File: src/rtl/xor16_parity_arbiter.sv
// xor16_parity_arbiter: round-robin sharing of one XOR16 parity unit among NREQ packet streams.
// Define XOR16_PARITY_ARB_BEATCNT_EN to add the per-packet beat count output O_BEATS.
module xor16_parity_arbiter #(
    parameter int NREQ = 4,
    parameter int IDW  = 2
) (
    input  logic               CLK,
    input  logic               SRST,
    input  logic [NREQ-1:0]    REQ_VALID,
    input  logic [NREQ-1:0]    REQ_LAST,
    input  logic [16*NREQ-1:0] REQ_DATA,
    output logic [NREQ-1:0]    REQ_READY,
    output logic               O_VALID,
    output logic [IDW-1:0]     O_ID,
    output logic               O_PARITY,
`ifdef XOR16_PARITY_ARB_BEATCNT_EN
    output logic [7:0]         O_BEATS,
`endif
    input  logic               O_READY
);
    logic [IDW-1:0]  ptr_q, ptr_d, gidx, idx;
    logic [NREQ-1:0] acc_q, acc_d, grant;
    logic            ov_q, ov_d, par_q, par_d, take, slot_free, last, p;
    logic [IDW-1:0]  id_q, id_d;
    logic [15:0]     beat;

    assign slot_free = !ov_q || O_READY;
    assign REQ_READY = grant;
    assign O_VALID   = ov_q;
    assign O_ID      = id_q;
    assign O_PARITY  = par_q;

    // First valid requester at or after ptr, wrapping; blocked by reset or a stalled result.
    always_comb begin
        grant = '0;
        gidx  = '0;
        idx   = '0;
        take  = 1'b0;
        for (int k = 0; k < NREQ; k++) begin
            idx = IDW'((int'(ptr_q) + k) % NREQ);
            if (!take && REQ_VALID[idx]) begin
                take        = 1'b1;
                grant[idx]  = 1'b1;
                gidx        = idx;
            end
        end
        if (SRST || !slot_free) begin
            grant = '0;
            take  = 1'b0;
        end
    end

    always_comb begin
        beat = '0;
        last = 1'b0;
        for (int i = 0; i < NREQ; i++) begin
            if (gidx == IDW'(i)) begin
                beat = REQ_DATA[16*i +: 16];
                last = REQ_LAST[i];
            end
        end
        p = ^beat;
    end

    always_comb begin
        ptr_d = ptr_q;
        acc_d = acc_q;
        ov_d  = ov_q && !O_READY;
        id_d  = id_q;
        par_d = par_q;
        if (take) begin
            ptr_d = (gidx == IDW'(NREQ-1)) ? '0 : gidx + 1'b1;
            acc_d[gidx] = last ? 1'b0 : acc_q[gidx] ^ p;
            if (last) begin
                ov_d  = 1'b1;
                id_d  = gidx;
                par_d = acc_q[gidx] ^ p;
            end
        end
    end

    always_ff @(posedge CLK) begin
        if (SRST) begin
            ptr_q <= '0;
            acc_q <= '0;
            ov_q  <= 1'b0;
            id_q  <= '0;
            par_q <= 1'b0;
        end else begin
            ptr_q <= ptr_d;
            acc_q <= acc_d;
            ov_q  <= ov_d;
            id_q  <= id_d;
            par_q <= par_d;
        end
    end

`ifdef XOR16_PARITY_ARB_BEATCNT_EN
    logic [7:0] cnt_q [NREQ];
    logic [7:0] cnt_d [NREQ];
    logic [7:0] beats_q, beats_d, cnt_inc;

    assign O_BEATS = beats_q;

    always_comb begin
        cnt_d   = cnt_q;
        beats_d = beats_q;
        cnt_inc = (cnt_q[gidx] == 8'hFF) ? 8'hFF : cnt_q[gidx] + 8'd1;
        if (take) begin
            cnt_d[gidx] = last ? 8'd0 : cnt_inc;
            beats_d     = last ? cnt_inc : beats_q;
        end
    end

    always_ff @(posedge CLK) begin
        if (SRST) begin
            cnt_q   <= '{default: '0};
            beats_q <= '0;
        end else begin
            cnt_q   <= cnt_d;
            beats_q <= beats_d;
        end
    end
`endif
endmodule

File: config.mk
export PLATFORM = sky130hd
export DESIGN_NAME = xor16_parity_arbiter
export DESIGN_NICKNAME = d
export VERILOG_FILES = /design/src/rtl/xor16_parity_arbiter.sv
export SDC_FILE = /design/constraint.sdc
export NUM_CORES = 1
export LEC_CHECK = 0
export BUFFER_PORTS_ARGS = -buffer_cell sky130_fd_sc_hd__buf_4
export CORE_ASPECT_RATIO = 1.4
export CORE_MARGIN = 2
export CORE_UTILIZATION = 45
export DETAILED_ROUTE_END_ITERATION = 16
export GPL_TIMING_DRIVEN = 0
export PLACE_DENSITY = 0.79
export RECOVER_POWER = 50
export SYNTH_ARGS = -nofsm -noshare
export SYNTH_HDL_FRONTEND = slang
export SYNTH_SLANG_ARGS = --single-unit
export TNS_END_PERCENT = 30
File: constraint.sdc
create_clock -name CLK -period 11.1 [get_ports CLK]
set_input_delay 0.555 -clock CLK [delete_from_list [all_inputs] [get_ports CLK]]
set_output_delay 0.555 -clock CLK [all_outputs]
set_load 0.05 [all_outputs]
==> results.py <==
metrics = {
    "run_status": {
        "status": "finished clean",
    },
    "place": {
        "hpwlAfterDp_um": 3720,
        "port_buffers": 82,
        "gp_routability_congestion": 0.744,
        "place_inst": 321,
    },
    "global_route": {
        "grt_pass1_wl_um": 7030,
        "antenna_found_initial": 0,
        "grt_start_max_net_pins": 11,
        "grt_pass1_vias": 1756,
        "grtUsageTotal_pct": 22.3,
        "overflow": 0,
    },
    "clocking": {
        "cts_tree": "built",
        "clk_latency_ns": 0.23,
        "cts_hold_buf": 0,
        "cts_setup_buffers": 0,
        "cts_num_sinks": 10,
        "htreeDepth": 1,
        "cts_resized": 0,
        "numCtsBuffers": 3,
        "cts_buffer_depth": 2,
        "clock_tree.root_cell": "clkbuf_8",
        "clk_pin_slew_ns": 0.05,
    },
    "floorplanning": {
        "die_area_mm2": 0.00413,
        "initial_core_util_pct": 47.9,
        "die_w_um": 54.9,
        "rows": 25,
        "coreArea_mm2": 0.00341,
        "dieHeight_um": 75.2,
        "ios": 83,
    },
    "synthesis": {
        "async_flop_share_pct": 0,
        "synthCells": 199,
        "yosys.cell_types.count": 47,
        "syn_avg_cell_area_um2": 8.20,
        "ys_warn_count": 0,
        "yosys_most_used_dff": "dfxtp_1",
        "synth_edf_count": 0,
        "yosysSeqAreaShare_pct": 12.3,
        "synth_seq_cells": 10,
        "synth_area_mm2": 0.00163,
        "syn_nets": 285,
    },
    "sta": {
        "skew_ns": 0.00170,
        "final-setup-viol-count": 0,
        "hold_viol_final": 0,
        "relSlewSlack_pct": 60.2,
        "rsz0062_at_grt": "false",
        "finalSetupTns_ns": 0,
        "period_needed_ns": 4.93,
        "finalMaxSlewViolations": 0,
        "tightest_slew_ns": 0.599,
        "timing.fmax_mhz": 203,
        "fin_crit_sh_pct": 44.4,
    },
    "route": {
        "drc": 0,
        "postRouteWirelength_um": 4580,
        "drtIter0Drc": 41,
        "drt.antenna.violating_nets": 0,
        "num_vias": 1784,
        "routedWlPerCell_um": 14.1,
        "drt-vias-per-instance": 5.51,
        "dr.pass1.iters": 4,
    },
    "layout": {
        "final_cell_mix": "buf_4, nor2_1, xor2_1",
        "drive_above_1_share_pct": 33.8,
        "layout.nets": 372,
        "multi_input_area_mm2": 0.00137,
        "seqCellArea_um2": 200,
        "fillers": 327,
        "final_cells": 324,
        "diodes": 0,
        "area_growth_pct": 41.7,
        "mostFrequentLayoutCell": "buf_4",
    },
    "power": {
        "internal_power_uw": 428,
        "power_switching_uw": 457,
        "swShare_pct": 51.6,
        "leakage_nw": 1.03,
        "clkPwrFrac_pct": 4.1,
        "pwr-share-seq_pct": 7.1,
        "power_density_mw_per_mm2": 383,
        "p_comb_share_pct": 88.7,
        "ir_drop_mv": 0.442,
    },
    "worst_setup_path": {
        "cp_max_fo": 9,
        "critPathMaxStageDelay_ns": 0.56,
        "cp-start-kind": "register",
        "cp_top_family": "XOR/XNOR gates",
        "path_cells": "inv_1, ha_1, clkbuf_1, mux4_2, or2_0, o22ai_1, inv_1, ha_1, nor2_1, a21oi_1, xnor2_1, xnor2_1, xnor3_1, xnor2_2, o41ai_2",
        "required_ns": 11.24,
        "arrival_ns": 5.06,
        "crit_path_end_kind": "register",
        "slowest_stage": "dfxtp_1",
        "crit_type": "register to register",
        "critPathBufInv": 3,
    },
    "min_path": {
        "hold_path.class": "register to register",
    },
    "flow_run": {
        "cap_violations": 0,
    },
}
==> metrics by stage <==
| stage | power [mW] | hold WS, ns | utilization (%) | setup slack (ns) | area (µm²) |
|---|---|---|---|---|---|
| after floorplan | 0.701 | 0.466 | - | 6.85 | 1630 |
| after global placement | 0.849 | 0.449 | 67.4 | 6.25 | 2300 |
| after detailed placement | 0.857 | 0.455 | 67.4 | 6.20 | 2300 |
| after CTS | 0.896 | 0.461 | 68.6 | 6.19 | 2340 |
| after global routing | 0.972 | 0.490 | 67.8 | 5.74 | 2310 |
| final | 0.885 | 0.455 | 67.8 | 6.17 | 2310 |
==> cell families after synthesis <==
logic type                 Yosys count  synth area share, %
DFF                                 10                 12.3
muxes                               13                 10.5
AOI/OAI and AO/OA                   59                 26.1
and+or+nand+nor                     51                 15.0
buffers and inverters               13                 3.91
xor gates and xnor gates            42                 23.9
adders and majority gates           11                 8.44
==> state kept, by name (all words and copies together) (netlist names) <==
register,flops
acc_q,4
O_ID,2
ptr_q,2
O_PARITY,1
O_VALID,1
==> power groups by stage <==
stage	clock [mW]	sequential, mW	combinational, mW
3_5_place_dp	0	0.0636	0.794
3_3_place_gp	0	0.0635	0.786
2_1_floorplan	0	0.0779	0.623
6_report	0.0367	0.0631	0.785
5_1_grt	0.0380	0.0652	0.869
4_1_cts	0.0368	0.0629	0.797
==> Yosys cell counts, types with 2 or more instances <==
cell type  instances  area (µm²)
clkbuf_1           3        11.3
mux2_2             3        33.8
a221oi_1           5        43.8
xor2_1            21         184
a211oi_1           2        15.0
o22ai_1            4        25.0
xnor2_1           19         166
o31ai_1            2        15.0
buf_2              3        15.0
a21oi_1           16        80.1
ha_1              11         138
inv_1              5        18.8
and2_1             3        18.8
o2bb2ai_1          4        35.0
dfxtp_1           10         200
or2_0              2        12.5
o21ai_0            6        30.0
or3_1              2        12.5
nor2_1            21        78.8
nand2_1           12        45.0
mux2i_1            6        60.1
nand2b_1           3        18.8
a22oi_1           11        82.6
nand3b_1           2        15.0
==> metal layers <==
layer	global-route usage [%]	wire (µm)
met1	20.2	1490
met2	46.7	2480
met3	4.17	572
met4	5.96	38
met5	0	0
==> path summary, 6_finish.rpt <==
| kind | start | end | slack, ns | depth (start not counted) |
|---|---|---|---|---|
| setup / recovery | ptr_q[1] | acc_q[3] | 6.17 | 15 |
| hold / removal | O_ID[0] | O_ID[0] | 0.46 | 2 |
| setup reg to reg | ptr_q[1] | acc_q[3] | 6.17 | 15 |
| hold reg to reg | O_ID[0] | O_ID[0] | 0.46 | 2 |
==> final cells by class <==
type / instances / share of cell area [%]
tap: 40 / 2.16
buffer: 8 / 1.95
sequential: 10 / 8.66
timing repair buffer: 82 / 25.5
inverter: 5 / 0.812
clock buffer: 3 / 1.79
multi-input combinational: 176 / 59.1
==> worst register-to-register path: stages, from the launching register on <==
cell      delay, ns
dfxtp_1        0.56
inv_1          0.22
ha_1           0.32
clkbuf_1       0.29
mux4_2         0.50
or2_0          0.28
o22ai_1        0.39
inv_1          0.18
ha_1           0.32
nor2_1         0.34
a21oi_1        0.14
xnor2_1        0.24
xnor2_1        0.17
xnor3_1        0.38
xnor2_2        0.21
o41ai_2        0.28
Power figures use the tool's default switching activity.
